**config.mk**
```make
export PLATFORM = sky130hd
export DESIGN_NAME = sw_debounce
export DESIGN_NICKNAME = d
export VERILOG_FILES = /design/src/rtl/sw_debounce_pkg.sv /design/src/rtl/debounce_bit.sv /design/src/rtl/sw_debounce.sv
export SDC_FILE = /design/constraint.sdc
export NUM_CORES = 1
export LEC_CHECK = 0
export ABC_CLOCK_PERIOD_IN_PS = 2400
export CAP_MARGIN = 20
export CORE_MARGIN = 5
export CORE_UTILIZATION = 55
export DETAILED_ROUTE_END_ITERATION = 8
export GPL_ROUTABILITY_DRIVEN = 1
export PLACE_DENSITY_LB_ADDON = 0.1
export SLEW_MARGIN = 20
export SYNTH_ARGS = -nofsm -noshare
export SYNTH_HDL_FRONTEND = slang
export SYNTH_SLANG_ARGS = --single-unit
```
**constraint.sdc**
```tcl
create_clock -name clk -period 2.4 [get_ports clk]
set_input_delay 0.24 -clock clk [delete_from_list [all_inputs] [get_ports clk]]
set_output_delay 0.24 -clock clk [all_outputs]
set_load 0.05 [all_outputs]
```
**src/rtl/sw_debounce_pkg.sv**
```systemverilog
// Shared types and constants for the slide-switch conditioning path.
package sw_debounce_pkg;

  typedef enum logic [1:0] {
    S_LOW,
    S_TO_HIGH,
    S_HIGH,
    S_TO_LOW
  } db_state_t;

  localparam int CLK_HZ = 100_000_000;

endpackage

```
**src/rtl/debounce_bit.sv**
```systemverilog
// One switch bit: synchroniser, debounce FSM and edge pulses.
// Latency SYNC_STAGES + DEBOUNCE_CYCLES clocks pin-to-output; no backpressure.
module debounce_bit
  import sw_debounce_pkg::*;
#(
  parameter int DEBOUNCE_CYCLES = 4,
  parameter int SYNC_STAGES     = 2
) (
  input  logic clk,
  input  logic rst_n,
  input  logic i_raw,
  output logic o_stable,
  output logic o_rise,
  output logic o_fall,
  output logic o_edge_nxt
);

  localparam int             CNT_W    = $clog2(DEBOUNCE_CYCLES);
  localparam logic [CNT_W-1:0] CNT_ONE  = CNT_W'(1);
  localparam logic [CNT_W-1:0] CNT_LAST = CNT_W'(DEBOUNCE_CYCLES - 1);

  logic [SYNC_STAGES-1:0] r_sync;
  logic                   w_s;
  db_state_t              r_state;
  db_state_t              w_state_nxt;
  logic [CNT_W-1:0]       r_cnt;
  logic [CNT_W-1:0]       w_cnt_nxt;
  logic                   r_stable;
  logic                   r_rise;
  logic                   r_fall;
  logic                   w_stable_nxt;
  logic                   w_rise_nxt;
  logic                   w_fall_nxt;

  always_ff @(posedge clk or negedge rst_n) begin
    if (!rst_n) begin
      r_sync <= '0;
    end else begin
      r_sync <= {r_sync[SYNC_STAGES-2:0], i_raw};
    end
  end

  assign w_s = r_sync[SYNC_STAGES-1];

  always_ff @(posedge clk or negedge rst_n) begin
    if (!rst_n) begin
      r_state  <= S_LOW;
      r_cnt    <= '0;
      r_stable <= 1'b0;
      r_rise   <= 1'b0;
      r_fall   <= 1'b0;
    end else begin
      r_state  <= w_state_nxt;
      r_cnt    <= w_cnt_nxt;
      r_stable <= w_stable_nxt;
      r_rise   <= w_rise_nxt;
      r_fall   <= w_fall_nxt;
    end
  end

  // Any reversal of the synchronised input while qualifying drops back and clears the count.
  always_comb begin
    w_state_nxt  = r_state;
    w_cnt_nxt    = '0;
    w_stable_nxt = r_stable;
    w_rise_nxt   = 1'b0;
    w_fall_nxt   = 1'b0;
    case (r_state)
      S_LOW: begin
        if (w_s) begin
          w_state_nxt = S_TO_HIGH;
          w_cnt_nxt   = CNT_ONE;
        end
      end
      S_TO_HIGH: begin
        if (!w_s) begin
          w_state_nxt = S_LOW;
        end else if (r_cnt == CNT_LAST) begin
          w_state_nxt  = S_HIGH;
          w_stable_nxt = 1'b1;
          w_rise_nxt   = 1'b1;
        end else begin
          w_cnt_nxt = r_cnt + CNT_ONE;
        end
      end
      S_HIGH: begin
        if (!w_s) begin
          w_state_nxt = S_TO_LOW;
          w_cnt_nxt   = CNT_ONE;
        end
      end
      S_TO_LOW: begin
        if (w_s) begin
          w_state_nxt = S_HIGH;
        end else if (r_cnt == CNT_LAST) begin
          w_state_nxt  = S_LOW;
          w_stable_nxt = 1'b0;
          w_fall_nxt   = 1'b1;
        end else begin
          w_cnt_nxt = r_cnt + CNT_ONE;
        end
      end
      default: w_state_nxt = S_LOW;
    endcase
  end

  assign o_stable   = r_stable;
  assign o_rise     = r_rise;
  assign o_fall     = r_fall;
  assign o_edge_nxt = w_rise_nxt | w_fall_nxt;

endmodule

```
**src/rtl/sw_debounce.sv**
```systemverilog
// Debounces N_SW raw slide switches into clean levels plus rise/fall/changed pulses.
// Latency SYNC_STAGES + DEBOUNCE_CYCLES clocks; no backpressure, all outputs registered.
module sw_debounce
  import sw_debounce_pkg::*;
#(
  parameter int N_SW            = 4,
  parameter int DEBOUNCE_CYCLES = CLK_HZ / 100,
  parameter int SYNC_STAGES     = 2
) (
  input  logic            clk,
  input  logic            rst_n,
  input  logic [N_SW-1:0] sw_raw,
  output logic [N_SW-1:0] sw_stable,
  output logic [N_SW-1:0] sw_rise,
  output logic [N_SW-1:0] sw_fall,
  output logic            sw_changed
);

  if (DEBOUNCE_CYCLES < 2 || SYNC_STAGES < 2) begin : g_param_check
    $error("sw_debounce: DEBOUNCE_CYCLES and SYNC_STAGES must both be >= 2");
  end

  logic [N_SW-1:0] w_edge_nxt;
  logic            r_changed;

  for (genvar g = 0; g < N_SW; g++) begin : g_bit
    debounce_bit #(
      .DEBOUNCE_CYCLES(DEBOUNCE_CYCLES),
      .SYNC_STAGES    (SYNC_STAGES)
    ) u_bit (
      .clk       (clk),
      .rst_n     (rst_n),
      .i_raw     (sw_raw[g]),
      .o_stable  (sw_stable[g]),
      .o_rise    (sw_rise[g]),
      .o_fall    (sw_fall[g]),
      .o_edge_nxt(w_edge_nxt[g])
    );
  end

  // Registered from the per-bit next-edge terms so it lands in the same cycle as the pulses.
  always_ff @(posedge clk or negedge rst_n) begin
    if (!rst_n) begin
      r_changed <= 1'b0;
    end else begin
      r_changed <= |w_edge_nxt;
    end
  end

  assign sw_changed = r_changed;

endmodule

```
==> results of run 1 <==
==> worst max-delay path, delay by kind of cell (launching register included) <==
kind | cells | cell delay, ns
muxes | 1 | 0.33
DFF | 1 | 0.43
and+or+nand+nor | 3 | 1.13
==> logic make-up (layout without fill, tap and decap cells) <==
family,Yosys count,after routing,synth area share
xor gates and xnor gates,74,74,0.128
AOI/OAI and AO/OA,23,23,0.0281
adders and majority gates,4,4,0.00985
buffers and inverters,29,51,0.0355
muxes,3,3,0.00739
and+or+nand+nor,244,244,0.255
DFF,109,109,0.537
==> stage by stage <==
step	instance area (µm²)	utilization
floorplan	5080	-
global placement	5330	0.585
detailed placement	5330	0.585
CTS	5530	0.607
global route	5530	0.607
finish	5530	0.607
==> flip-flops by register name (all words and copies together), names as in the netlist, named ones only <==
signal	count
g_bit.u_bit.o_stable	4
g_bit.u_bit.r_state	4
g_bit.u_bit.r_sync	8
g_bit.u_bit.o_fall	4
g_bit.u_bit.r_cnt	80
sw_changed	1
g_bit.u_bit.o_rise	4
==> synth_stat cells (all sizes together) <==
cell type	n
a211o	1
a211oi	1
a21boi	1
a21o	1
a21oi	7
a2bb2oi	1
a31oi	2
a41oi	1
and2	5
and3	11
and4	6
buf	18
clkbuf	1
dfrtp	109
ha	4
inv	10
mux2	3
nand2	33
nand2b	3
nand3	39
nand3b	2
nand4	19
nand4b	1
nand4bb	1
nor2	87
nor2b	1
nor3	13
nor3b	5
nor4	11
nor4b	2
o211ai	1
o21ai	5
o22ai	1
o31ai	1
or4	2
or4b	2
or4bb	1
xnor2	25
xor2	49
==> layout make-up <==
cell class | instances | area share
inverters | 10 | 0.00679
well taps | 111 | 0.0251
repair buffers | 25 | 0.0466
multi-input cells | 348 | 0.393
flip-flops and latches | 109 | 0.493
clock buffers | 12 | 0.0299
clock inverters | 4 | 0.00543
==> routing by layer <==
layer / wire length, µm / share of wire / track usage / up-vias
met1: 4270 / 0.49 / 0.227 / 1668
met3: 234 / 0.027 / 0.0370 / 9
li1: - / - / - / 1678
met2: 4030 / 0.47 / 0.270 / 32
met4: 106 / 0.012 / 0.0472 / 0
met5: 0 / 0 / 0 / -
==> power groups by stage <==
stage	Sequential, µW	Combinational [µW]	Clock (µW)
after CTS	1880	114	1110
after global routing	1880	128	1190
after floorplan	1910	49.4	0
after global placement	1910	110	0
after detailed placement	1910	112	0
final	1880	109	1070
==> how the worst min path moves through the flow <==
stage,to,start,cells past startpoint
after global routing,g_bit[2].u_bit.r_sync[0]$_DFF_PN0_,sw_raw[2],1
after CTS,g_bit[2].u_bit.r_sync[0]$_DFF_PN0_,sw_raw[2],1
final,g_bit[2].u_bit.r_sync[0]$_DFF_PN0_,sw_raw[2],1
after global placement,g_bit[1].u_bit.r_cnt[14]$_DFF_PN0_,rst_n,1
after floorplan,async pin,rst_n,0
after detailed placement,g_bit[1].u_bit.r_cnt[13]$_DFF_PN0_,rst_n,1
==> results.md, run 1 <==
- Leakage: 0.00232 µW
- Max frequency: 499 MHz
- Dpl hpwl: 6.02 mm
- Post-CTS Setup Repair Bufs: 0
- Post-cts resize count: 0
- YS warnings: 0
- Initial core utilization: 0.558
- Total net switching power: 699 µW
- Peak supply drop: 318 µV
- Final Hold Vio Count: 0
- Drt pass-1 iters: 4
- Hold slack: 0.307 ns
- Ant diodes: 0
- Seq/Total Area, Yosys: 0.537
- Critical path launch point type: flip-flop
- Ports: 19
- Pin count of the biggest net entering global routing: 40
- Crit path max fanout: 5
- Crit path launch: g_bit[2].u_bit.r_cnt[15]$_DFF_PN0_
- Global placement routability congestion: 0.774
- Cells after synthesis: 486
- Top post-synthesis cells by area: dfrtp_1 54%, xor2_1 8.4%, nor2_1 6.4%
- Slowest stage delay, CP: 0.59 ns
- Clk Tree Root Cell: clkbuf_8
- Synthesized cell area: 5080 µm²
- Final WL: 8.64 mm
- Worst Tran Pin Value: 0.707 ns
- Synth top area share: 0.537
- Clock skew: 0.0118 ns
- NumNets Final: 513
- Std cell rows: 35
- Post-CTS Hold Buffers: 1
- Final critical-path required period: 2.00 ns
- Die Wd: 106 µm
- Worst R2R Setup Slack: 0.40 ns
- Power Internal: 2360 µW
- Die area: 11300 µm²
- Fillcell total: 788
- PD cells: 553 nW/µm²
- Flops & latches, synth: 109
- Area Growth Syn to Fin: 8.84%
- Setup TNS: 0 ns
- First-pass GRT wire length: 15.4 mm
- CTS tree: done
- CP max-delay cell: or4b_1
- Drt drc: 0
- Commonest non-fill, non-tap cell in the layout: dfrtp_1
- Worst Reg2Reg Path Length in Cells: 4
- Port bufs: 18
- Drt via density: 5.47
- Status: complete, no violations
- Top cell type by total area after synthesis: dfrtp_1
- GRT Overall Usage: 0.167
- Clock network fraction of total power: 0.351
- Placeable Area: 9110 µm²
- Post-synth net total: 496
- Clk sinks: 109
- Max-Cap Viols: 0
- Drt wl/cell: 14.0 µm
- Setup CP Type: flip-flop to flip-flop
- Unrepaired setup endpoints after global routing: no
- Initial antenna violation count: 0
- Number of DRC markers in iteration 0: 111
- Post-route ant nets: 0
- DP Cell Count: 602
- Arr. time, crit path: 2.25 ns
- Vias in the first global route: 3343
- CP Capture Type: flip-flop
- Share of cells above drive strength 1: 0.0709
- Seq pwr share: 0.614
- Clock slew at reported path FFs: 0.10 ns
- Die Ht: 106 µm
- Final WS setup: 0.397 ns
- Register area: 2730 µm²
- Slew headroom: 0.524
- Remaining global-route overflow: 0
- Commonest non-fill, non-tap cells in the layout: 109 x dfrtp_1, 87 x nor2_1, 49 x xor2_1
- Count of final setup violators: 0
- Data required time of the worst path: 2.65 ns
- Comb pwr share: 0.036
- Pre-CTS WS: 0.399 ns
- H-tree level count: 3
- Worst skew pair latency: 0.36 ns
- Slew Viols, Final: 0
- Overall Power: 3060 µW
- Worst-case clock buffer depth: 2
- Switching share of power: 0.229
- Synth unique cells: 50
- HP Class: primary input to flip-flop
- Final non-filler cell total: 619
- Multi-input logic area: 2170 µm²
- Inserted Clock Buffers: 9
- RR Startpoint: g_bit[2].u_bit.r_cnt[15]$_DFF_PN0_
- Cells along the critical path: or4b_1 -> nor4_4 -> and3_4 -> mux2_2
- Via Count: 3387
- Tcrit/Tclk final: 0.835
- Synth Area per Inst: 10.5 µm²
(Power assumes the default switching activity.)
==> run 2: changes to the inputs <==
--- a/config.mk
+++ b/config.mk
@@ -5,7 +5,7 @@
 export SDC_FILE = /design/constraint.sdc
 export NUM_CORES = 1
 export LEC_CHECK = 0
-export ABC_CLOCK_PERIOD_IN_PS = 2400
+export ABC_CLOCK_PERIOD_IN_PS = 2000
 export CAP_MARGIN = 20
 export CORE_MARGIN = 5
 export CORE_UTILIZATION = 55
==> constraint.sdc (replaced) <==
create_clock -name clk -period 2 [get_ports clk]
set_input_delay 0.2 -clock clk [delete_from_list [all_inputs] [get_ports clk]]
set_output_delay 0.2 -clock clk [all_outputs]
set_load 0.05 [all_outputs]
==> results.md, run 2 (synthesized netlist as in run 1, its figures left out) <==
- Initial antenna violation count: 0
- Max-Cap Viols: 0
- Tcrit/Tclk final: 0.959
- CP Capture Type: flip-flop
- Drt wl/cell: 14.2 µm
- Drt drc: 0
- Share of cells above drive strength 1: 0.108
- Final WL: 9.07 mm
- Post-CTS Setup Repair Bufs: 0
- DP Cell Count: 621
- CTS tree: done
- Post-route ant nets: 0
- GRT Overall Usage: 0.177
- Ports: 19
- Pin count of the biggest net entering global routing: 57
- Power Internal: 2800 µW
- Final critical-path required period: 1.92 ns
- Final Hold Vio Count: 0
- Remaining global-route overflow: 0
- CP top delay family: simple AND/OR/NAND/NOR gates
- Fillcell total: 761
- Largest register by flop count: g_bit.u_bit.r_cnt
- Std cell rows: 35
- Setup CP Type: flip-flop to flip-flop
- NumNets Final: 533
- Total net switching power: 842 µW
- Comb pwr share: 0.037
- Buf+Inv Stages, Crit Path: 0
- Crit path max fanout: 10
- Clock skew: 0.0119 ns
- Count of final setup violators: 0
- Leakage: 0.00242 µW
- Initial core utilization: 0.558
- Status: complete, no violations
- HP Class: primary input to flip-flop
- PD cells: 638 nW/µm²
- Via Count: 3512
- Commonest non-fill, non-tap cells in the layout: 109 x dfrtp_1, 87 x nor2_1, 49 x xor2_1
- Critical path launch point type: flip-flop
- Die area: 11300 µm²
- Number of DRC markers in iteration 0: 126
- Area Growth Syn to Fin: 12.2%
- Inserted Clock Buffers: 9
- Multi-input logic area: 2210 µm²
- Port bufs: 18
- Drt pass-1 iters: 4
- Max FFs per register: 80
- First-pass GRT wire length: 16.3 mm
- Register area: 2730 µm²
- Clk sinks: 109
- Worst-case clock buffer depth: 2
- Finished Core Util: 0.626
- Largest regs: g_bit.u_bit.r_cnt x80, g_bit.u_bit.r_sync x8
- Seq pwr share: 0.619
- Slew headroom: 0.645
- Slew Viols, Final: 0
- Arr. time, crit path: 2.18 ns
- Clock network fraction of total power: 0.344
- Peak supply drop: 375 µV
- Data required time of the worst path: 2.26 ns
- Global placement routability congestion: 0.798
- Die Ht: 106 µm
- Clock slew at reported path FFs: 0.10 ns
- Vias in the first global route: 3458
- Worst Tran Pin Value: 0.529 ns
- Ant diodes: 0
- H-tree level count: 3
- Switching share of power: 0.231
- Final non-filler cell total: 639
- Placeable Area: 9110 µm²
- Setup TNS: 0 ns
- CP max-delay cell: or4b_4
- Commonest non-fill, non-tap cell in the layout: dfrtp_1
- Max frequency: 521 MHz
- Die Wd: 106 µm
- Slowest stage delay, CP: 0.55 ns
- Dpl hpwl: 6.18 mm
- Clk Tree Root Cell: clkbuf_8
- Drt via density: 5.50
- Cells along the critical path: or4b_4 -> nor4_4 -> nand3_2 -> nand3b_4 -> nor2_1
- Worst skew pair latency: 0.37 ns
run 2: changes by cell type in the layout (fill, tap and decap cells not counted), sizes merged:
cell	previous run	this run
clkinvlp	1	2
buf	7	26
inv	11	10
nand3b	2	3
run 2: metal layers:
layer	share of wire	wire [µm]	GRT usage
met1	0.49	4410	0.246
met2	0.46	4210	0.277
met3	0.033	300	0.0419
met4	0.017	155	0.0509
met5	0	0	0
run 2: cell type report:
cell class,count,share of cell area
Sequential cell,109,0.478
Multi-Input combinational cell,349,0.388
Tap cell,111,0.0244
Clock inverter,4,0.00571
Timing Repair Buffer,44,0.0702
Inverter,10,0.00658
Clock buffer,12,0.0272
run 2: path summary, 6_finish.rpt:
check                                                   start  cells past startpoint  slack [ns]                                 end
setup / recovery            g_bit[0].u_bit.r_cnt[8]$_DFF_PN0_                      5        0.08   g_bit[0].u_bit.r_cnt[3]$_DFF_PN0_
min in group asynchronous                               rst_n                      2        0.31  g_bit[1].u_bit.r_cnt[13]$_DFF_PN0_
max in group asynchronous                               rst_n                      3        1.04   g_bit[3].u_bit.r_cnt[9]$_DFF_PN0_
setup reg to reg            g_bit[0].u_bit.r_cnt[8]$_DFF_PN0_                      5        0.08   g_bit[0].u_bit.r_cnt[3]$_DFF_PN0_
hold reg to reg            g_bit[1].u_bit.r_sync[0]$_DFF_PN0_                      0        0.36  g_bit[1].u_bit.r_sync[1]$_DFF_PN0_
hold / removal                                      sw_raw[0]                      1        0.26  g_bit[0].u_bit.r_sync[0]$_DFF_PN0_
run 2: power by group through the flow:
stage | sequential, µW | combinational (µW) | clock [µW]
floorplan | 2290 | 59.3 | 0
global placement | 2290 | 132 | 0
detailed placement | 2300 | 134 | 0
CTS | 2250 | 137 | 1310
global route | 2260 | 158 | 1380
finish | 2250 | 135 | 1250
run 2: through the flow:
step                      setup WS, ns  power, µW  instance area, µm²  hold slack [ns]
after floorplan                 0.0790       2350                5080          -0.0956
after global placement           0.102       2430                5470            0.173
after detailed placement        0.0361       2430                5470            0.175
after CTS                       0.0149       3690                5670            0.240
after global routing           -0.0319       3800                5700            0.234
final                           0.0820       3640                5700            0.258
run 2: repair_timing:
action                     4_1_cts  5_1_grt
resized for setup                0        4
setup endpoints to repair        0       38
hold buffers                     1        0
hold endpoints to repair        33        0
==> run 3: changes to the inputs <==
--- a/config.mk
+++ b/config.mk
@@ -7,7 +7,7 @@
 export LEC_CHECK = 0
 export ABC_CLOCK_PERIOD_IN_PS = 2000
 export CAP_MARGIN = 20
-export CORE_MARGIN = 5
+export CORE_MARGIN = 1.5
 export CORE_UTILIZATION = 55
 export DETAILED_ROUTE_END_ITERATION = 8
 export GPL_ROUTABILITY_DRIVEN = 1
==> results.md, run 3 (synthesized netlist as in run 1, its figures left out) <==
- Share of cells above drive strength 1: 0.105
- Via Count: 3480
- Largest regs: g_bit.u_bit.r_cnt x80, g_bit.u_bit.r_sync x8
- Data required time of the worst path: 2.25 ns
- Pre-CTS WS: 0.0493 ns
- Worst r2r dst: g_bit[0].u_bit.r_cnt[8]$_DFF_PN0_
- First-pass GRT wire length: 15.5 mm
- Critical path launch point type: flip-flop
- Die Wd: 99.1 µm
- Die area: 9820 µm²
- CP Capture Type: flip-flop
- Worst Reg2Reg Path Length in Cells: 5
- Fin area: 5720 µm²
- H-tree level count: 3
- RR Startpoint: g_bit[0].u_bit.r_cnt[10]$_DFF_PN0_
- Clock slew at reported path FFs: 0.10 ns
- PD cells: 683 nW/µm²
- Arr. time, crit path: 2.22 ns
- Max FFs per register: 80
- Final WL: 9.06 mm
- Area Growth Syn to Fin: 12.5%
- Largest register by flop count: g_bit.u_bit.r_cnt
- Number of DRC markers in iteration 0: 105
- CTS tree: done
- Die Ht: 99.1 µm
- Drt wl/cell: 14.4 µm
- Hold Path Sink: g_bit[0].u_bit.r_sync[0]$_DFF_PN0_
- Hold slack: 0.265 ns
- Unrepaired setup endpoints after global routing: yes
- GRT Overall Usage: 0.195
- Placeable Area: 8850 µm²
- Leakage: 0.00242 µW
- Remaining global-route overflow: 0
- Vias in the first global route: 3431
- Peak supply drop: 390 µV
- Comb pwr share: 0.033
- Clock network fraction of total power: 0.390
- Post-route ant nets: 0
- Inserted Clock Buffers: 9
- Slew headroom: 0.633
- Crit path launch: g_bit[0].u_bit.r_cnt[10]$_DFF_PN0_
- Std cell rows: 34
- Finished Core Util: 0.646
- Power Internal: 3100 µW
- Final WS setup: 0.0347 ns
- Status: complete, no violations
- Total net switching power: 810 µW
- Ant diodes: 0
- Port bufs: 18
- Placed Area: 5410 µm²
- Switching share of power: 0.207
- Seq pwr share: 0.577
- Overall Power: 3910 µW
- Drt via density: 5.52
- Crit path max fanout: 10
- Count of final setup violators: 0
- Initial core utilization: 0.574
- Clk Tree Root Cell: clkbuf_8
- Hold path start: sw_raw[0]
- NumNets Final: 529
- Drt drc: 0
- Clock skew: 0.00759 ns
- Commonest non-fill, non-tap cells in the layout: 108 x dfrtp_1, 87 x nor2_1, 49 x xor2_1
- Max-Cap Viols: 0
- Dpl hpwl: 5.93 mm
- Final critical-path required period: 1.97 ns
- Initial antenna violation count: 0
- Final Hold Vio Count: 0
- Commonest non-fill, non-tap cell in the layout: dfrtp_1
- Max frequency: 509 MHz
- HP Class: primary input to flip-flop
- Worst skew pair latency: 0.36 ns
- Worst-case clock buffer depth: 2
- Slew Viols, Final: 0
- Ports: 19
- Pin count of the biggest net entering global routing: 110
- Tcrit/Tclk final: 0.983
- Setup CP Type: flip-flop to flip-flop
- Worst R2R Setup Slack: 0.03 ns
- Global placement routability congestion: 0.799
- Hold Path Depth: 1
- Drt pass-1 iters: 6
- Worst Tran Pin Value: 0.550 ns
- Clk sinks: 109
run 3: cell count changes in the layout (fill, tap and decap cells not counted), moves of 2 or more:
cell	previous run	this run
buf_4	24	20
bufinv_16	0	3
clkbuf_8	11	9
clkinv_4	2	0
nor3b_1	5	3
nor3b_2	0	2
run 3: cell type report:
type / instances / area, µm²
clock buffers: 11 / 131
flip-flops and latches: 109 / 2730
multi-input cells: 349 / 2220
well taps: 108 / 135
clock inverters: 4 / 97.6
repair buffers: 40 / 370
fillers: 705 / 3130
inverters: 10 / 37.5
run 3: what timing repair did:
item	CTS	global route
setup endpoints to repair	0	37
hold buffers	1	0
buffers inserted	0	3
gates resized for setup	0	7
hold endpoints to repair	109	0
run 3: metal layers:
layer	global-route usage	up-vias	share of wire
li1	-	1718	-
met1	0.255	1700	0.49
met2	0.327	50	0.47
met3	0.0401	12	0.030
met5	0	-	0
met4	0.0683	0	0.012
run 3: through the flow:
step | cells | TNS, ns
3_3_place_gp | 611 | 0
4_1_cts | 627 | 0
2_1_floorplan | 486 | 0
6_report | 631 | 0
3_5_place_dp | 611 | 0
5_1_grt | 631 | -0.552
run 3: power by group through the flow:
stage | Clock [µW] | Combinational (µW) | Sequential [µW]
after floorplan | 0 | 59.3 | 2290
after global placement | 0 | 127 | 2290
after detailed placement | 0 | 129 | 2290
after CTS | 1590 | 132 | 2250
after global routing | 1650 | 152 | 2260
final | 1520 | 130 | 2250
run 3: worst max-delay path by stage:
stage | end | cells after the start
after floorplan | flip-flop | 4
after global placement | flip-flop | 4
after detailed placement | flip-flop | 4
after CTS | flip-flop | 4
after global routing | g_bit[0].u_bit.r_cnt[15]$_DFF_PN0_ | 5
final | g_bit[0].u_bit.r_cnt[8]$_DFF_PN0_ | 5
run 3: worst max-delay path: stages, from the launching register on:
cell and delay [ns]:
dfrtp_2 0.46, or4b_4 0.54, nor4_4 0.35, nand3_2 0.23, nand3b_4 0.21, nor2_1 0.08
